## src/rtl/alu_input_ctrl_pkg.sv

```systemverilog
// Shared definitions for the operand/opcode entry stage and the downstream ALU FSM.
package alu_in_pkg;

   localparam int ALU_DATA_W = 2;

   typedef enum logic [1:0] {
      S_A    = 2'b00,
      S_B    = 2'b01,
      S_OP   = 2'b10,
      S_DONE = 2'b11
   } state_t;

   localparam logic [1:0] OP_ADD = 2'b00;
   localparam logic [1:0] OP_SUB = 2'b01;
   localparam logic [1:0] OP_OR  = 2'b10;
   localparam logic [1:0] OP_AND = 2'b11;

endpackage

```

## src/rtl/alu_input_ctrl_if.sv

```systemverilog
// User-entry bus: button and switch bank in, latched operands/opcode and handshake out.
interface alu_input_ctrl_if
   import alu_in_pkg::*;
#(
   parameter int DATA_W = ALU_DATA_W
) ();

   logic              btn_next_raw;
   logic [DATA_W-1:0] sw_data;
   logic [DATA_W-1:0] operand_a;
   logic [DATA_W-1:0] operand_b;
   logic [1:0]        switch_op;
   logic              confirm_op;
   logic              handshaking;
   logic [1:0]        stage;

   // Master is the board/ALU side; slave is the entry controller itself.
   modport master (
      output btn_next_raw, sw_data,
      input  operand_a, operand_b, switch_op, confirm_op, handshaking, stage
   );

   modport slave (
      input  btn_next_raw, sw_data,
      output operand_a, operand_b, switch_op, confirm_op, handshaking, stage
   );

endinterface

```

## src/rtl/alu_input_ctrl_btn_conditioner.sv

```systemverilog
// Pushbutton conditioner: 2-flop synchroniser, optional debouncer, rising-edge press pulse.
// The debouncer is built only when ALU_IN_DEBOUNCE_EN is defined.
module btn_conditioner #(
   parameter int DEBOUNCE_CYCLES = 500000
) (
   input  logic clk,
   input  logic reset,
   input  logic raw,
   output logic press
);

   logic sync_meta;
   logic sync_q;
   logic level;
   logic level_q;

   if (DEBOUNCE_CYCLES < 1) begin : g_bad_cycles
      $error("btn_conditioner: DEBOUNCE_CYCLES must be at least 1");
   end

   // NOTE: sequential state uses non-blocking assignments so every flop samples pre-edge values.
   always_ff @(posedge clk or posedge reset) begin
      if (reset) begin
         sync_meta <= 1'b0;
         sync_q    <= 1'b0;
      end else begin
         sync_meta <= raw;
         sync_q    <= sync_meta;
      end
   end

`ifdef ALU_IN_DEBOUNCE_EN
   localparam int CNT_W = (DEBOUNCE_CYCLES > 1) ? $clog2(DEBOUNCE_CYCLES) : 1;

   logic [CNT_W-1:0] cnt;

   // Level flips only after the synchronised input disagrees for DEBOUNCE_CYCLES straight cycles.
   always_ff @(posedge clk or posedge reset) begin
      if (reset) begin
         cnt   <= '0;
         level <= 1'b0;
      end else if (sync_q == level) begin
         cnt <= '0;
      end else if (cnt == CNT_W'(DEBOUNCE_CYCLES - 1)) begin
         level <= ~level;
         cnt   <= '0;
      end else begin
         cnt <= cnt + 1'b1;
      end
   end
`else
   assign level = sync_q;
`endif

   always_ff @(posedge clk or posedge reset) begin
      if (reset) begin
         level_q <= 1'b0;
         press   <= 1'b0;
      end else begin
         level_q <= level;
         press   <= level & ~level_q;
      end
   end

endmodule

```

## src/rtl/alu_input_ctrl.sv

```systemverilog
// Operand/opcode entry stage: one button steps A -> B -> OP -> DONE, latching the switch bank.
// Button debouncing is included when ALU_IN_DEBOUNCE_EN is defined.
module alu_input_ctrl
   import alu_in_pkg::*;
#(
   parameter int DATA_W          = ALU_DATA_W,
   parameter int DEBOUNCE_CYCLES = 500000
) (
   input logic             clk,
   input logic             reset,
   alu_input_ctrl_if.slave bus
);

   logic              press;
   logic [DATA_W-1:0] sw_meta;
   logic [DATA_W-1:0] sw_sync;
   logic [1:0]        op_bits;
   state_t            state;

   btn_conditioner #(
      .DEBOUNCE_CYCLES(DEBOUNCE_CYCLES)
   ) u_btn (
      .clk   (clk),
      .reset (reset),
      .raw   (bus.btn_next_raw),
      .press (press)
   );

   always_ff @(posedge clk or posedge reset) begin
      if (reset) begin
         sw_meta <= '0;
         sw_sync <= '0;
      end else begin
         sw_meta <= bus.sw_data;
         sw_sync <= sw_meta;
      end
   end

   if (DATA_W >= 2) begin : g_op_wide
      assign op_bits = sw_sync[1:0];
   end else begin : g_op_narrow
      assign op_bits = {1'b0, sw_sync[0]};
   end

   always_ff @(posedge clk or posedge reset) begin
      if (reset) begin
         state           <= S_A;
         bus.operand_a   <= '0;
         bus.operand_b   <= '0;
         bus.switch_op   <= 2'b00;
         bus.confirm_op  <= 1'b0;
         bus.handshaking <= 1'b0;
      end else begin
         // NOTE: confirm_op defaults low every cycle so it can only ever be a one-cycle pulse.
         bus.confirm_op <= 1'b0;
         if (press) begin
            unique case (state)
               S_A: begin
                  bus.operand_a <= sw_sync;
                  state         <= S_B;
               end
               S_B: begin
                  bus.operand_b   <= sw_sync;
                  bus.handshaking <= 1'b1;
                  state           <= S_OP;
               end
               S_OP: begin
                  bus.switch_op  <= op_bits;
                  bus.confirm_op <= 1'b1;
                  state          <= S_DONE;
               end
               S_DONE: begin
                  bus.handshaking <= 1'b0;
                  state           <= S_A;
               end
               default: state <= S_A;
            endcase
         end
      end
   end

   assign bus.stage = state;

endmodule

```

## src/flat_wrapper.sv

```systemverilog
// flat-port wrapper written by rule: the top's interface ports become plain ports
module alu_input_ctrl_flat import alu_in_pkg::*;
#(
   parameter int DATA_W          = ALU_DATA_W,
   parameter int DEBOUNCE_CYCLES = 500000
)
  (clk, reset, bus_btn_next_raw, bus_sw_data, bus_operand_a, bus_operand_b, bus_switch_op, bus_confirm_op, bus_handshaking, bus_stage);
  alu_input_ctrl_if #(.DATA_W(DATA_W)) bus_i ();
  input logic clk;
  input logic reset;
  input wire logic [$bits(bus_i.btn_next_raw)-1:0] bus_btn_next_raw;
  input wire logic [$bits(bus_i.sw_data)-1:0] bus_sw_data;
  output wire logic [$bits(bus_i.operand_a)-1:0] bus_operand_a;
  output wire logic [$bits(bus_i.operand_b)-1:0] bus_operand_b;
  output wire logic [$bits(bus_i.switch_op)-1:0] bus_switch_op;
  output wire logic [$bits(bus_i.confirm_op)-1:0] bus_confirm_op;
  output wire logic [$bits(bus_i.handshaking)-1:0] bus_handshaking;
  output wire logic [$bits(bus_i.stage)-1:0] bus_stage;
  assign bus_i.btn_next_raw = bus_btn_next_raw;
  assign bus_i.sw_data = bus_sw_data;
  assign bus_operand_a = bus_i.operand_a;
  assign bus_operand_b = bus_i.operand_b;
  assign bus_switch_op = bus_i.switch_op;
  assign bus_confirm_op = bus_i.confirm_op;
  assign bus_handshaking = bus_i.handshaking;
  assign bus_stage = bus_i.stage;
  alu_input_ctrl #(.DATA_W(DATA_W), .DEBOUNCE_CYCLES(DEBOUNCE_CYCLES)) u_core (.clk(clk), .reset(reset), .bus(bus_i));
endmodule
```

## config.mk

```make
export PLATFORM = sky130hd
export DESIGN_NAME = alu_input_ctrl_flat
export DESIGN_NICKNAME = d
export VERILOG_FILES = /design/src/rtl/alu_input_ctrl_pkg.sv /design/src/rtl/alu_input_ctrl_if.sv /design/src/rtl/alu_input_ctrl_btn_conditioner.sv /design/src/rtl/alu_input_ctrl.sv /design/src/flat_wrapper.sv
export SDC_FILE = /design/constraint.sdc
export NUM_CORES = 1
export LEC_CHECK = 0
export BUFFER_PORTS_ARGS = -buffer_cell sky130_fd_sc_hd__buf_2
export CORE_MARGIN = 2
export CORE_UTILIZATION = 45
export DETAILED_ROUTE_END_ITERATION = 10
export GPL_ROUTABILITY_DRIVEN = 0
export GPL_TIMING_DRIVEN = 0
export PLACE_DENSITY = 0.71
export SLEW_MARGIN = 25
export SYNTH_ARGS = -nofsm -noshare
export SYNTH_HDL_FRONTEND = slang
export SYNTH_SLANG_ARGS = --single-unit
```

## constraint.sdc

```tcl
create_clock -name clk -period 1.17 [get_ports clk]
set_input_delay 0.117 -clock clk [delete_from_list [all_inputs] [get_ports clk]]
set_output_delay 0.117 -clock clk [all_outputs]
set_load 0.005 [all_outputs]
```

# Word-level counts from Yosys, hierarchy flattened
# Cells that the tools add are included.
# Widths: inputs -> output; s select.
dict set report word_totals {
  in_bits 5
  regBits 18
  out_inout_bits 10
}
dict set report op_classes {
  n_eq_ne 3
  n_bitwise 2
  reduce_logical 6
  mux 4
}
# operator n
set op_table {}
lappend op_table {{$pmux 2 s4} 1}
lappend op_table {{$reduce_and 2->1} 4}
lappend op_table {{$eq 2x2->1 const B} 2}
lappend op_table {{$eq 2x1->1 const B} 1}
lappend op_table {{$logic_not 2->1} 1}
lappend op_table {{$mux 1} 2}
lappend op_table {{$pmux 1 s2} 1}
lappend op_table {{$reduce_bool 2->1} 1}
lappend op_table {{$and 1x1->1} 1}
lappend op_table {{$not 1->1} 1}

# Longest topological paths before layout
# Gate-level depths: netlist of the first run.
dict set report logic_depth {
  ltp_word 3
  ltp_mapped 4
  ltp_nobuf 4
}

# Cells and area by module
# A second synthesis of the first run with hierarchy kept.
dict set report unflattened {
  cells_unflattened 44
  hier_area_um2 696.9
}
# module area_per_inst_um2 n_inst cells_each seq_area_each_um2
set modules_own_cells {}
lappend modules_own_cells {alu_input_ctrl 579.3 1 38 350.3}
lappend modules_own_cells {btn_conditioner 117.6 1 6 100.1}

# Worst setup path before layout of the first run
# OpenSTA, ideal clock, no wires.
dict set report synth_timing {
  path_type {register to register}
  start {reg u_core.state[0] (netlist: u_core.bus.stage[0])}
  end {reg u_core.bus.switch_op[0]}
  path_buffers 0
  slack_ns -0.012
  path_stages_with_launch 5
  period_less_slack_ns 1.182
  required_time_ns 1.045
  setup_time_ns 0.125
  t_arrival_ns 1.057
  path_cell_list {dfrtp_1 > inv_1 > ha_1 > nand2_4 > mux2_4}
}
dict set report synth_between {
  elab_chain_len 2
}
# element line_no
set synth_lines {}
lappend synth_lines {{start: declaration} alu_input_ctrl.sv:18} ;# state_t state;
lappend synth_lines {{start signal: assignment} alu_input_ctrl.sv:47} ;# state <= S_A;
lappend synth_lines {{start signal: assignment} alu_input_ctrl.sv:60} ;# state <= S_B;
lappend synth_lines {{start signal: assignment} alu_input_ctrl.sv:65} ;# state <= S_OP;
lappend synth_lines {{$eq 2x2->1} alu_input_ctrl.sv:57} ;# unique case (state)
lappend synth_lines {{$reduce_and 2->1 (no line)} -}
lappend synth_lines {{end signal: assignment} alu_input_ctrl.sv:68} ;# bus.switch_op <= op_bits;
lappend synth_lines {{end: declaration} alu_input_ctrl_if.sv:25} ;# output operand_a, operand_b, switch_op, confirm_op, handshaking, stage
# Every way passes these cells.
# A chain may end at the register's enable or synchronous reset.

# Worst setup path after layout of the first run
dict set report layout_timing {
  start {reg u_core.state[0] (netlist: u_core.bus.stage[0])}
  end {reg u_core.bus.switch_op[1]}
}
# The elaborated chain is that of the path after synthesis.

==> results of run 1 <==
-- layout make-up --
type / instances / area share (%)
clock buffers: 4 / 3.98
well taps: 16 / 2.19
multi-input cells: 20 / 27.0
inverters: 4 / 2.19
flip-flops and latches: 18 / 49.7
repair buffers: 20 / 13.7
plain buffers: 1 / 1.23
-- cell usage in the layout (no fill, tap or decap), drive strengths merged --
cell,count
nor2b,1
a21oi,2
mux2,6
ha,4
dfrtp,18
dlygate4sd3,4
inv,4
nand2,4
o21ai,3
clkbuf,4
buf,17
-- layer usage --
metal	GRT usage [%]	up-vias	routed length, um
li1	-	186	-
met1	18.3	198	507
met2	20.9	13	472
met3	2.55	4	52
met4	7.27	0	13
met5	0	-	0
-- cells by family after synthesis --
group                    count (synthesis)
flip-flops                              18
multiplexers                             6
AO/OA/AOI/OAI                            5
buffers and inverters                    5
AND/OR/NAND/NOR                          5
adder cells (fa/ha/maj)                  4
-- sequential cells by signal (all words and copies together) (netlist names) --
signal	cells
u_core.bus.operand_a	2
u_core.bus.operand_b	2
u_core.bus.stage	2
u_core.bus.switch_op	2
u_core.op_bits	2
u_core.sw_meta	2
u_core.bus.confirm_op	1
u_core.bus.handshaking	1
u_core.u_btn.level	1
u_core.u_btn.level_q	1
u_core.u_btn.press	1
u_core.u_btn.sync_meta	1
-- worst reg2reg max path: stages (launching register included) --
cell and delay (ns):
dfrtp_2 0.47, inv_4 0.10, ha_4 0.14, nand2_4 0.06, mux2_4 0.30
-- worst max path at each step --
stage	start	to	slack, ns
final	u_core.bus.stage[0]	u_core.bus.switch_op[1]	-0.004
after global routing	u_core.bus.stage[1]	u_core.bus.operand_b[0]	-0.04
after CTS	u_core.bus.stage[1]	u_core.bus.operand_b[0]	-0.01
after detailed placement	u_core.bus.stage[1]	u_core.bus.operand_b[0]	-0.04
after global placement	u_core.bus.stage[1]	u_core.bus.operand_b[1]	-0.03
after floorplan	u_core.bus.stage[1]	u_core.bus.operand_b[0]	0.005
-- what timing repair did --
item	CTS	global route
setup buffers	2	0
gates resized for setup	8	2
endpoints found under the hold margin	21	0
setup endpoints to repair	6	7
pin swaps	1	3
hold buffers	4	0
-- power breakdown --
part           switching, mW  internal [mW]
Combinational          0.300          0.447
Clock                  0.186          0.190
Sequential             0.135          0.800
-- cells in the mapped netlist (all sizes together) --
library cell	n	area [um^2]
ha	4	50.1
inv	4	15.0
nor2b	1	6.26
o21ai	3	15.0
dfrtp	18	450
nand2	4	37.5
mux2	6	90.1
a21oi	2	10.0
buf	1	11.3
-- stage by stage --
stage	power [mW]	area, um^2	setup WS [ns]	util [%]	TNS [ns]
2_1_floorplan	1.29	691	0.00493	-	0
3_3_place_gp	1.49	781	-0.0291	53.1	-0.114
3_5_place_dp	1.52	781	-0.0406	53.1	-0.156
4_1_cts	2.04	908	-0.0149	61.7	-0.0352
5_1_grt	2.20	912	-0.0408	62.0	-0.216
6_report	2.06	912	-0.00399	62.0	-0.00631
==> impl_metrics.ini, run 1 <==
[outcome]
outcome = finished with violations
violations = negative setup slack

[synth]
synth_fa_ha_area_share_pct = 7.30
synth_cell_types = 10
ys_seq_elements = 18
synth_area_um2 = 686
yosysSeqAreaShare_pct = 65.7
muxShareOfSynthArea_pct = 13.1
synth_compound_area_share_pct = 3.65
yosys.area_share.simple_pct = 6.39
synth_top_family_by_area = multiplexers
syn-num-nets = 52
syn_area_per_cell_um2 = 15.9
synth_warnings = 0
synth_cells = 43
synthXorXnorAreaFrac_pct = 0

[critical_path]
r2r-end = u_core.bus.switch_op[1]
reg2reg_from = u_core.bus.stage[0]
ff2ff_path_depth = 4
start_kind = flip-flop
path_class = reg2reg
path_depth = 4
crit_fanout = 4
cp_slowest_stage_delay_ns = 0.47
r2r_slack_ns = -0.004
arrival_ns = 1.35
required_ns = 1.35
critical_path_buf_inv_count = 1
cp_top_family = flip-flops
endpoint_kind = flip-flop
slowest_stage = dfrtp_2
path_cells = inv_4 > ha_4 > nand2_4 > mux2_4

[clocking]
clk_pin_slew_ns = 0.10
cts.sinks = 18
cts_tree = built
numCtsBuffers = 3
root_buffer = clkbuf_4
clk_latency_ns = 0.29
clk_path_buf_depth = 2
htreeDepth = 1

[flow_run]
drv_cap = 0

[floorplanning]
die_x_um = 43.0
std_cell_rows = 14
io_pins = 15
core-area_mm2 = 0.00147
initial_core_util_pct = 46.6
dieHeight_um = 43.0
die-area_mm2 = 0.00185

[layout]
seqCellArea_um2 = 453
final_nets = 77
layout.cells.non_filler = 83
n_fill_cell = 120
area_growth_pct = 33.0
num_antenna_cells = 0
drive_gt1_share_pct = 55.2
multiInputGateArea_um2 = 246

[sta]
finalSetupViolCount = 2
hold_violations = 0
period_minus_slack_ns = 1.17
finalCritPeriodShare_pct = 100
drv_slew = 0
worst_slew_pin_slew_ns = 0.669
maxSlewHeadroom_pct = 55.3
fmax_mhz = 852
fin_skew_ns = 0.00903
layout_setup_ws_ns = -0.00399
whs_ns = 0.357
rsz0062_at_grt = yes

[placement]
placed_cells = 73
io_buffers = 14

[hold_path]
hp-start = u_core.sw_meta[1]
hold_end = u_core.op_bits[1]
whs_path_depth = 0
hold_path_class = reg2reg

[route]
wire_per_inst_um = 12.6
routed_wl_um = 1050
drc = 0
firstDrtPassIters = 4
antenna_left = 0
vias = 401
dr.first_iter.drc_count = 3
via_per_inst = 4.83

[global_routing]
grt_pass1_wl_um = 1840
antenna_found_initial = 0
track_usage_pct = 13.6
grt_max_degree = 19
grt_pass1_vias = 423
gr-total-overflow = 0

[pwr]
vdd_drop_max_v = 0.00108
p_leak_nw = 0.477
powerDensity_mw_per_mm2 = 2260
Note: power is estimated with default switching activity, not from simulation.
==> run 2, diff against run 1 <==
--- a/config.mk
+++ b/config.mk
@@ -5,13 +5,15 @@
 export SDC_FILE = /design/constraint.sdc
 export NUM_CORES = 1
 export LEC_CHECK = 0
-export BUFFER_PORTS_ARGS = -buffer_cell sky130_fd_sc_hd__buf_2
+export CELL_PAD_IN_SITES_DETAIL_PLACEMENT = 2
+export CELL_PAD_IN_SITES_GLOBAL_PLACEMENT = 2
 export CORE_MARGIN = 2
-export CORE_UTILIZATION = 45
+export CORE_UTILIZATION = 36
 export DETAILED_ROUTE_END_ITERATION = 10
+export DONT_BUFFER_PORTS = 1
 export GPL_ROUTABILITY_DRIVEN = 0
 export GPL_TIMING_DRIVEN = 0
-export PLACE_DENSITY = 0.71
+export PLACE_DENSITY_LB_ADDON = 0.1
 export SLEW_MARGIN = 25
 export SYNTH_ARGS = -nofsm -noshare
 export SYNTH_HDL_FRONTEND = slang
==> impl_metrics.ini, run 2 (synthesis results as in run 1) <==
[outcome]
outcome = finished with violations
violations = negative setup slack

[critical_path]
start_kind = flip-flop
required_ns = 1.35
arrival_ns = 1.37
critical_path_buf_inv_count = 1
slowest_stage = dfrtp_2
cp_slowest_stage_delay_ns = 0.48
endpoint_kind = flip-flop
path_cells = inv_4 > ha_4 > nand2_4 > mux2_4
cp_top_family = flip-flops
path_class = reg2reg
crit_fanout = 4

[layout]
seqCellArea_um2 = 453
multiInputGateArea_um2 = 246
layout.cells.non_filler = 76
fin_area_um2 = 838
drive_gt1_share_pct = 41.2
postLayoutCoreUtil_pct = 47.5
final_nets = 61
area_growth_pct = 22.3
layout_common_cells = dfrtp_1, mux2_4, dlygate4sd3_1
num_antenna_cells = 0
final_common_cell = dfrtp_1
n_fill_cell = 185

[pwr]
p_int_mw = 1.30
powerDensity_mw_per_mm2 = 2260
power_mw = 1.89
vdd_drop_max_v = 0.000813
p_clk_share_pct = 19.4
combPwrFrac_pct = 28.3
p_leak_nw = 0.410
p_seq_share_pct = 52.3
power_switching_mw = 0.588
switching_share_pct = 31.1

[placement]
hpwl_um = 820
placed_cells = 68
placed_area_um2 = 722
io_buffers = 0
pre_cts_ws_ns = -0.111

[global_routing]
grt_use_met3_pct = 3.77
grt_pass1_wl_um = 1660
gr-total-overflow = 0
grt_util_met1_pct = 11.7
track_usage_pct = 11.3
grt_pass1_vias = 373
antenna_found_initial = 0
use_met2_pct = 19.7
grt_max_degree = 19
top_usage_layer = met2

[sta]
finalCritPeriodShare_pct = 101
maxSlewHeadroom_pct = 57.2
fmax_mhz = 843
finalSetupViolCount = 6
drv_slew = 0
layout_setup_ws_ns = -0.0164
worst_slew_pin_slew_ns = 0.641
whs_ns = 0.349
rsz0062_at_grt = yes
period_minus_slack_ns = 1.19
hold_violations = 0
fin_skew_ns = 0.00568
setup_tns_ns = -0.0506

[hold_path]
hold_path_class = in2async

[floorplanning]
io_pins = 15
die-area_mm2 = 0.00227
dieHeight_um = 47.6
core-area_mm2 = 0.00176
std_cell_rows = 15
die_x_um = 47.6
initial_core_util_pct = 38.9

[clocking]
clk_path_buf_depth = 2
cts_setup_buffers = 0
htreeDepth = 1
clk_pin_slew_ns = 0.10
cts.sinks = 18
clk_latency_ns = 0.29
cts_tree = built
numCtsBuffers = 3
root_buffer = clkbuf_4

[route]
vias = 338
drc = 0
dr.first_iter.drc_count = 0
wire_per_inst_um = 14.2
firstDrtPassIters = 1
antenna_left = 0
routed_wl_um = 1080
via_per_inst = 4.45

[flow_run]
drv_cap = 0
-- run 2: area by class of cell --
type / instances / area share, %
Tap cell: 25 / 3.73
Multi-Input combinational cell: 20 / 29.4
Inverter: 4 / 2.39
Clock buffer: 4 / 4.33
Timing Repair Buffer: 4 / 4.78
Sequential cell: 18 / 54.0
Buffer: 1 / 1.34
-- run 2: worst reg2reg max path, stage by stage (launching register included) --
cell and delay [ns]:
dfrtp_2 0.48, inv_4 0.11, ha_4 0.15, nand2_4 0.06, mux2_4 0.29
-- run 2: per-layer routing --
| layer | vias to the layer above | part of all wire, % |
|---|---|---|
| met2 | 11 | 56 |
| met4 | 0 | 0 |
| li1 | 154 | - |
| met1 | 173 | 38 |
| met3 | 0 | 5.5 |
| met5 | - | 0 |
-- run 2: path summary, 6_finish.rpt --
kind / end / startpoint / slack [ns] / cells after the start
worst max-delay path: u_core.bus.operand_a[0] / u_core.bus.stage[1] / -0.02 / 4
worst min-delay path: u_core.bus.handshaking / reset / 0.35 / 2
worst max register to register: u_core.bus.operand_a[0] / u_core.bus.stage[1] / -0.02 / 4
worst min register to register: u_core.op_bits[0] / u_core.sw_meta[0] / 0.36 / 0
max in group asynchronous: u_core.bus.stage[1] / reset / 0.37 / 2
min in group clk: u_core.op_bits[0] / u_core.sw_meta[0] / 0.36 / 0
-- run 2: power groups by stage --
stage / Combinational [mW] / Clock, mW / Sequential, mW
floorplan: 0.374 / 0 / 0.919
detailed placement: 0.447 / 0 / 0.967
global route: 0.591 / 0.417 / 1.01
finish: 0.535 / 0.368 / 0.989
CTS: 0.545 / 0.391 / 0.995
global placement: 0.402 / 0 / 0.950
-- run 2: what timing repair did --
action	CTS	global route
setup endpoints to repair	6	6
hold buffers	4	0
pin swaps	5	0
hold endpoints to repair	21	0
resized for setup	10	0
